## src/rtl/n_one_mux_rr.sv

```systemverilog
// N:1 valid/ready multiplexer with a registered output beat.
// Channels are chosen either by a fixed select index or by round-robin arbitration among valid channels.
module n_one_mux_rr #(
    parameter int N = 4,
    parameter int W = 8,
    localparam int SW = $clog2(N)
) (
    input  logic          clk,
    input  logic          rst_n,
    input  logic          mode,
    input  logic [SW-1:0] sel,
    input  logic [N*W-1:0] in_data,
    input  logic [N-1:0]  in_valid,
    output logic [N-1:0]  in_ready,
    output logic [W-1:0]  op,
    output logic [SW-1:0] op_ch,
    output logic          op_valid,
    input  logic          op_ready
);

    logic [W-1:0]  r_op;
    logic [SW-1:0] r_op_ch;
    logic          r_op_valid;
    logic [SW-1:0] r_rr_ptr;

    logic          w_load;
    logic          w_rr_found;
    logic [SW-1:0] w_rr_idx;
    logic [SW-1:0] w_cand;
    logic [SW-1:0] w_gnt;
    logic          w_gnt_ok;
    logic [N-1:0]  w_ready;
    logic          w_xfer_in;

    assign w_load = ~r_op_valid | op_ready;

    // Round-robin search: first valid channel after the last one granted, wrapping around.
    always_comb begin
        w_rr_found = 1'b0;
        w_rr_idx   = '0;
        w_cand     = '0;
        for (int k = 1; k <= N; k++) begin
            w_cand = r_rr_ptr + SW'(k);
            if (!w_rr_found && in_valid[w_cand]) begin
                w_rr_found = 1'b1;
                w_rr_idx   = w_cand;
            end else begin
                w_rr_found = w_rr_found;
            end
        end
    end

    // Grant selection for the current cycle according to mode.
    always_comb begin
        w_gnt    = '0;
        w_gnt_ok = 1'b0;
        case (mode)
            1'b0: begin
                w_gnt    = sel;
                w_gnt_ok = 1'b1;
            end
            1'b1: begin
                w_gnt    = w_rr_idx;
                w_gnt_ok = w_rr_found;
            end
            default: begin
                w_gnt    = '0;
                w_gnt_ok = 1'b0;
            end
        endcase
    end

    // One-hot ready towards the granted producer, suppressed during reset.
    always_comb begin
        w_ready = '0;
        if (rst_n && w_load && w_gnt_ok) begin
            w_ready[w_gnt] = 1'b1;
        end else begin
            w_ready = '0;
        end
    end

    assign w_xfer_in = rst_n & w_load & w_gnt_ok & in_valid[w_gnt];

    // Output beat register and round-robin pointer.
    always_ff @(posedge clk) begin
        if (!rst_n) begin
            r_op       <= '0;
            r_op_ch    <= '0;
            r_op_valid <= 1'b0;
            r_rr_ptr   <= SW'(N - 1);
        end else if (w_xfer_in) begin
            r_op       <= in_data[int'(w_gnt)*W +: W];
            r_op_ch    <= w_gnt;
            r_op_valid <= 1'b1;
            if (mode) begin
                r_rr_ptr <= w_gnt;
            end
        end else if (r_op_valid && op_ready) begin
            r_op_valid <= 1'b0;
        end
    end

    assign in_ready = w_ready;
    assign op       = r_op;
    assign op_ch    = r_op_ch;
    assign op_valid = r_op_valid;

endmodule

```

## config.mk

```make
export PLATFORM = sky130hd
export DESIGN_NAME = n_one_mux_rr
export DESIGN_NICKNAME = d
export VERILOG_FILES = /design/src/rtl/n_one_mux_rr.sv
export SDC_FILE = /design/constraint.sdc
export NUM_CORES = 1
export LEC_CHECK = 0
export ABC_AREA = 1
export BUFFER_PORTS_ARGS = -buffer_cell sky130_fd_sc_hd__buf_4
export CAP_MARGIN = 0
export CORE_MARGIN = 4
export CORE_UTILIZATION = 43
export CTS_CLUSTER_SIZE = 25
export DETAILED_ROUTE_END_ITERATION = 8
export PLACE_DENSITY = 0.76
export SLEW_MARGIN = 20
export SYNTH_ARGS = -nofsm -noshare
export SYNTH_HDL_FRONTEND = slang
export SYNTH_SLANG_ARGS = --single-unit
```

## constraint.sdc

```tcl
create_clock -name clk -period 1.8 [get_ports clk]
set_clock_uncertainty 0.1 [all_clocks]
set_input_delay 0 -clock clk [delete_from_list [all_inputs] [get_ports clk]]
set_output_delay 0 -clock clk [all_outputs]
set_load 0.05 [all_outputs]
```

==> results of run 1 <==
cells by family after synthesis:
kind of cell	after synthesis	share of synthesized area [%]
compound gates	5	2.35
buf+inv	32	13.5
flops	13	19.6
simple gates	168	64.6
layout make-up:
class                   instances  area [sq um]  area share (%)
multi-input cells             176          1100            45.3
inverters                      22           109            4.48
repair buffers                104           887            36.5
well taps                      31          38.8            1.60
flip-flops and latches         13           268            11.0
clock buffers                   4          26.3            1.08
placed cells by master (no fill, tap or decap), drive strengths merged, types with 4 or more instances in the layout:
master       count
buf             94
clkbuf           4
dfxtp           13
dlygate4sd3     10
inv             22
nand2          103
nand3           39
nor2            21
nor3             4
per-layer routing:
metal | global-route usage (%) | wire, um | vias up
li1 | - | - | 888
met5 | 0 | 0 | -
met4 | 10.5 | 182 | 0
met2 | 44.2 | 2420 | 89
met3 | 5.15 | 349 | 24
met1 | 28.6 | 1970 | 826
timing repair:
| action | 4_1_cts | 5_1_grt |
|---|---|---|
| setup endpoints to repair | 17 | 17 |
| hold buffers | 10 | 0 |
| cloned | 2 | 1 |
| setup buffers | 7 | 6 |
| pin swaps | 15 | 12 |
| endpoints found under the hold margin | 13 | 0 |
| resized for setup | 35 | 10 |
how the worst max path moves through the flow:
stage,from,to,slack [ps],cells past startpoint
after floorplan,r_rr_ptr[0]$_SDFFE_PN1P_,in_ready[2],-170,14
after global placement,r_rr_ptr[0]$_SDFFE_PN1P_,op[4]$_SDFFE_PN0P_,-390,18
after detailed placement,r_rr_ptr[0]$_SDFFE_PN1P_,op[5]$_SDFFE_PN0P_,-430,19
after CTS,r_rr_ptr[0]$_SDFFE_PN1P_,in_ready[2],-420,15
after global routing,r_rr_ptr[0]$_SDFFE_PN1P_,op[1]$_SDFFE_PN0P_,-600,18
final,r_rr_ptr[0]$_SDFFE_PN1P_,op[1]$_SDFFE_PN0P_,-500,18
worst max-delay path, stage by stage (launching register included):
cell,delay [ps]
dfxtp_4,440
inv_6,60
nand2_1,90
nand2_2,80
nand2_2,80
nand2_4,70
nor2_4,100
nand3_2,90
nand2_1,90
nand2_1,60
nand2_2,90
nand2_4,70
buf_12,150
buf_6,130
buf_4,150
nand3_2,90
nand3_2,110
nor2_4,120
nor2_2,30
flip-flops by register name, indices dropped and copies added (netlist names):
signal and flops:
op_valid 1, op 8, r_rr_ptr 2, op_ch 2
where the power goes:
group	internal (mW)	switching [mW]	leakage (nW)
registers	0.329	0.0302	0.107
logic	0.559	0.778	1.14
clock network	0.0862	0.106	0.0150
==> impl_metrics.json, run 1 <==
{
  "fmax_mhz": 434,
  "maxCapViolCount": 0,
  "antenna_cells": 0,
  "synth_edf_count": 0,
  "synth_cell_types": 26,
  "synth-seq-cells": 13,
  "cp.arrival_ps": 2390,
  "p_total_mw": 1.89,
  "leakagePower_nw": 1.26,
  "drt-vias-per-instance": 5.22,
  "start_kind": "register",
  "synth_top_cell_area_share_pct": 22.3,
  "hpwl_um": 2890,
  "fin_ws_ps": -504,
  "yosysWarnings": 0,
  "synth_most_common_cell": "nand2_1",
  "grt_pass1_vias": 1861,
  "tightest_slew_ps": 325,
  "synth_nets": 260,
  "ant_nets": 0,
  "syn_area_per_cell_sq_um": 6.10,
  "netlist_instances": 218,
  "dp.cells": 320,
  "fillers": 155,
  "timing.hold.ws_ps": 10.4,
  "via_count": 1827,
  "critPathKind": "reg -> reg",
  "drive_gt1_share_pct": 54.9,
  "rsz0062_at_grt": "yes",
  "yosys_most_used_dff": "dfxtp_1",
  "timing.rr.end": "op[1]$_SDFFE_PN0P_",
  "period_minus_slack_ps": 2300,
  "cts-root-buf": "clkbuf_4",
  "async_flop_share_pct": 0,
  "postLayoutCellArea_sq_um": 2430,
  "hold_depth": 5,
  "relSlewSlack_pct": 78.3,
  "clk_pin_slew_ps": 90,
  "dpl_cell_area_sq_um": 1970,
  "post_drt_wl_per_cell_um": 14.1,
  "drt-total-wl_um": 4920,
  "syn-cell-area_sq_um": 1330,
  "grt_pass1_wl_um": 8270,
  "end_kind": "register",
  "num-nets-final": 362,
  "hold_path_class": "in -> reg",
  "final_cells": 350,
  "grt.total_usage_pct": 24.9,
  "area_growth_pct": 82.7,
  "h-tree-depth": 1,
  "die_h_um": 63.6,
  "drc_errors": 0,
  "start_util_pct": 46.6,
  "p_per_area_nw_per_um2": 778,
  "synth-seq-area-share_pct": 19.6,
  "peakVddDrop_mv": 0.435,
  "setup_viol": 17,
  "grt_antenna_before_repair": 0,
  "synth_top_area_cell": "nand2_1",
  "finalCritPeriodShare_pct": 128,
  "hold_violations": 0,
  "clk_latency_ps": 290,
  "synthTopCellsByArea": "nand2_1, dfxtp_1, nand3_1",
  "violations": "setup timing",
  "core_sq_um": 2850,
  "cts_buffer_depth": 2,
  "port_buffers": 56,
  "slew_viol_final": 0,
  "firstDrtPassIters": 4,
  "worstHoldStart": "in_data[3]",
  "globalplace.congestion": 0.878,
  "die_x_um": 63.6,
  "whs_endpoint": "op[3]$_SDFFE_PN0P_",
  "finalSetupTns_ps": -7680,
  "r2r_slack_ps": -500,
  "initialDrtViolationCount": 144,
  "pre_cts_ws_ps": -426,
  "grt_max_degree": 18,
  "cts.sinks": 13,
  "utilization_pct": 85.1,
  "cts_tree": "done",
  "cp.required_ps": 1890,
  "overflow": 0,
  "status": "finished with violations",
  "path_max_fanout": 9,
  "reg2regPathDepth": 18,
  "rows": 19,
  "die_area_sq_um": 4040,
  "yosys-top-cells-count": "nand2_1, nand3_1, nand2_2",
  "cts_buffers": 3,
  "reg2reg_from": "r_rr_ptr[0]$_SDFFE_PN1P_",
  "num_io_pins": 57
}
Power figures use the tool's default switching activity.
==> run 2: changes to the inputs <==
--- a/config.mk
+++ b/config.mk
@@ -9,9 +9,8 @@
 export BUFFER_PORTS_ARGS = -buffer_cell sky130_fd_sc_hd__buf_4
 export CAP_MARGIN = 0
-export CORE_MARGIN = 4
-export CORE_UTILIZATION = 43
+export CORE_UTILIZATION = 48
 export CTS_CLUSTER_SIZE = 25
 export DETAILED_ROUTE_END_ITERATION = 8
-export PLACE_DENSITY = 0.76
+export PLACE_DENSITY = 0.8
 export SLEW_MARGIN = 20
 export SYNTH_ARGS = -nofsm -noshare
==> constraint.sdc (replaced) <==
create_clock -name clk -period 2.3 [get_ports clk]
set_clock_uncertainty 0.1 [all_clocks]
set_input_delay 0 -clock clk [delete_from_list [all_inputs] [get_ports clk]]
set_output_delay 0 -clock clk [all_outputs]
set_load 0.005 [all_outputs]
==> run 2 against run 1 <==
Effect of this change: the run now ends clean; clock-buffer cell count unchanged; design area is 23% lower; clock power down 29%; critical path depth is 4 lower; via count shrank 19%; power fell by 46%; register-to-register slack gained 680 ps; worst setup slack better by 650 ps; die area down 26%; final cell count is 12% lower; flip-flop and latch count unchanged; critical path type is now reg -> out; critical endpoint is now in_ready[1].
==> impl_metrics.json, run 2 (synthesis gave the netlist of run 1 again) <==
{
  "ant_nets": 0,
  "die_h_um": 54.6,
  "layout_commonest_cell": "nand2_1",
  "h-tree-depth": 1,
  "post_drt_wl_per_cell_um": 10.4,
  "drc_errors": 0,
  "p_per_area_nw_per_um2": 549,
  "postLayoutCellArea_sq_um": 1860,
  "utilization_pct": 73.1,
  "num_io_pins": 57,
  "port_buffers": 56,
  "final_cells": 308,
  "grt_max_degree": 21,
  "r2r_slack_ps": 180,
  "grt_antenna_before_repair": 0,
  "peakVddDrop_mv": 0.448,
  "core_sq_um": 2540,
  "slew_viol_final": 0,
  "reg2reg_from": "r_rr_ptr[0]$_SDFFE_PN1P_",
  "overflow": 0,
  "dp.cells": 300,
  "fmax_mhz": 464,
  "end_kind": "primary output",
  "worstHoldStart": "in_data[8]",
  "grt_pass1_vias": 1203,
  "status": "complete, no violations",
  "combPwrFrac_pct": 59.4,
  "grt_pass1_wl_um": 5060,
  "hold_violations": 0,
  "maxCapViolCount": 0,
  "die_x_um": 54.6,
  "num-nets-final": 321,
  "cp.arrival_ps": 2050,
  "p_int_mw": 0.584,
  "hold_depth": 5,
  "finalCritPeriodShare_pct": 93.6,
  "antenna_cells": 0,
  "grt.total_usage_pct": 22.9,
  "globalplace.congestion": 0.859,
  "path_cells": "buf_6, nand2_1, nand2_1, nand2_2, nand2_4, nor2_4, nand3_2, nand2_1, nand2_1, nand2_2, nand2_2, buf_6, nor3_2, buf_4",
  "largest_reg_flops": 8,
  "clk_pin_slew_ps": 80,
  "die_area_sq_um": 2980,
  "clk_latency_ps": 270,
  "cts_buffers": 3,
  "hpwl_um": 2490,
  "initialDrtViolationCount": 23,
  "period_minus_slack_ps": 2150,
  "leakagePower_nw": 1.02,
  "timing.rr.end": "r_rr_ptr[1]$_SDFFE_PN1P_",
  "power_frac_seq_pct": 27.1,
  "cts_buffer_depth": 2,
  "swShare_pct": 42.8,
  "slowest_delay_ps": 330,
  "critPathKind": "reg -> out",
  "start_kind": "register",
  "path_max_fanout": 18,
  "via_count": 1483,
  "relSlewSlack_pct": 70.3,
  "drt-total-wl_um": 3190,
  "cts-root-buf": "clkbuf_4",
  "rows": 18,
  "whs_endpoint": "op[0]$_SDFFE_PN0P_",
  "dpl_cell_area_sq_um": 1740,
  "drt-vias-per-instance": 4.81,
  "area_growth_pct": 40.0,
  "setup_viol": 0,
  "cp_common_cell": "nand2_1",
  "final_cell_mix": "nand2_1, buf_4, nand3_1, nand2_2",
  "clkPwrFrac_pct": 13.5,
  "reg2regPathDepth": 12,
  "drive_gt1_share_pct": 45.7,
  "start_util_pct": 52.2,
  "power_switching_mw": 0.437,
  "hold_path_class": "in -> reg",
  "firstDrtPassIters": 5,
  "cts.sinks": 13,
  "cp.required_ps": 2200,
  "crit_slowest_cell": "dfxtp_2",
  "tightest_slew_ps": 446,
  "cts_tree": "done"
}
==> run 2: per-stage QoR <==
step           hold WS, ps  setup WS, ps  setup TNS, ps  power (mW)
6_report              1.38           147              0        1.02
5_1_grt               12.9         -3.43          -3.43        1.12
4_1_cts               3.15          63.9              0       0.986
3_5_place_dp           189           105              0       0.844
3_3_place_gp           183           167              0       0.841
2_1_floorplan         34.7           308              0       0.698
==> run 2: repair_timing <==
| item | CTS | global route |
|---|---|---|
| hold buffers | 3 | 0 |
| resized for setup | 0 | 11 |
| endpoints found under the setup margin | 0 | 14 |
| setup buffers | 0 | 0 |
| endpoints found under the hold margin | 13 | 0 |
==> run 2: power groups by stage <==
stage | logic [mW] | clock network, mW | registers (mW)
6_report | 0.606 | 0.137 | 0.277
3_3_place_gp | 0.561 | 0 | 0.280
3_5_place_dp | 0.563 | 0 | 0.281
4_1_cts | 0.570 | 0.140 | 0.276
5_1_grt | 0.683 | 0.153 | 0.280
2_1_floorplan | 0.417 | 0 | 0.282
==> run 2: worst max-delay path by stage <==
| stage | slack, ps | to | from |
|---|---|---|---|
| after floorplan | 310 | op[0]$_SDFFE_PN0P_ | r_rr_ptr[0]$_SDFFE_PN1P_ |
| after global placement | 170 | op[0]$_SDFFE_PN0P_ | r_rr_ptr[0]$_SDFFE_PN1P_ |
| after detailed placement | 100 | op[3]$_SDFFE_PN0P_ | r_rr_ptr[0]$_SDFFE_PN1P_ |
| after CTS | 60 | in_ready[1] | r_rr_ptr[0]$_SDFFE_PN1P_ |
| after global routing | -3 | in_ready[1] | r_rr_ptr[0]$_SDFFE_PN1P_ |
| final | 150 | in_ready[1] | r_rr_ptr[0]$_SDFFE_PN1P_ |
==> run 2: area by class of cell <==
| cell class | count | area (sq um) |
|---|---|---|
| clock buffer | 4 | 26.3 |
| fill | 247 | 684 |
| inverter | 22 | 85.1 |
| multi-input combinational | 174 | 946 |
| sequential | 13 | 263 |
| tap | 30 | 37.5 |
| timing repair buffer | 65 | 503 |
==> run 2: metal layers <==
layer / vias to the layer above / GRT usage (%) / wire (um)
met3: 2 / 2.78 / 148
met1: 628 / 32.6 / 1520
met4: 0 / 5.13 / 19
li1: 800 / - / -
met5: - / 0 / 0
met2: 53 / 36.3 / 1500
==> run 2: critical path, delay by kind of cell (launching register included) <==
family                 cells  cell delay, ps
and+or+nand+nor           11            1010
buffers and inverters      3             430
DFF                        1             330
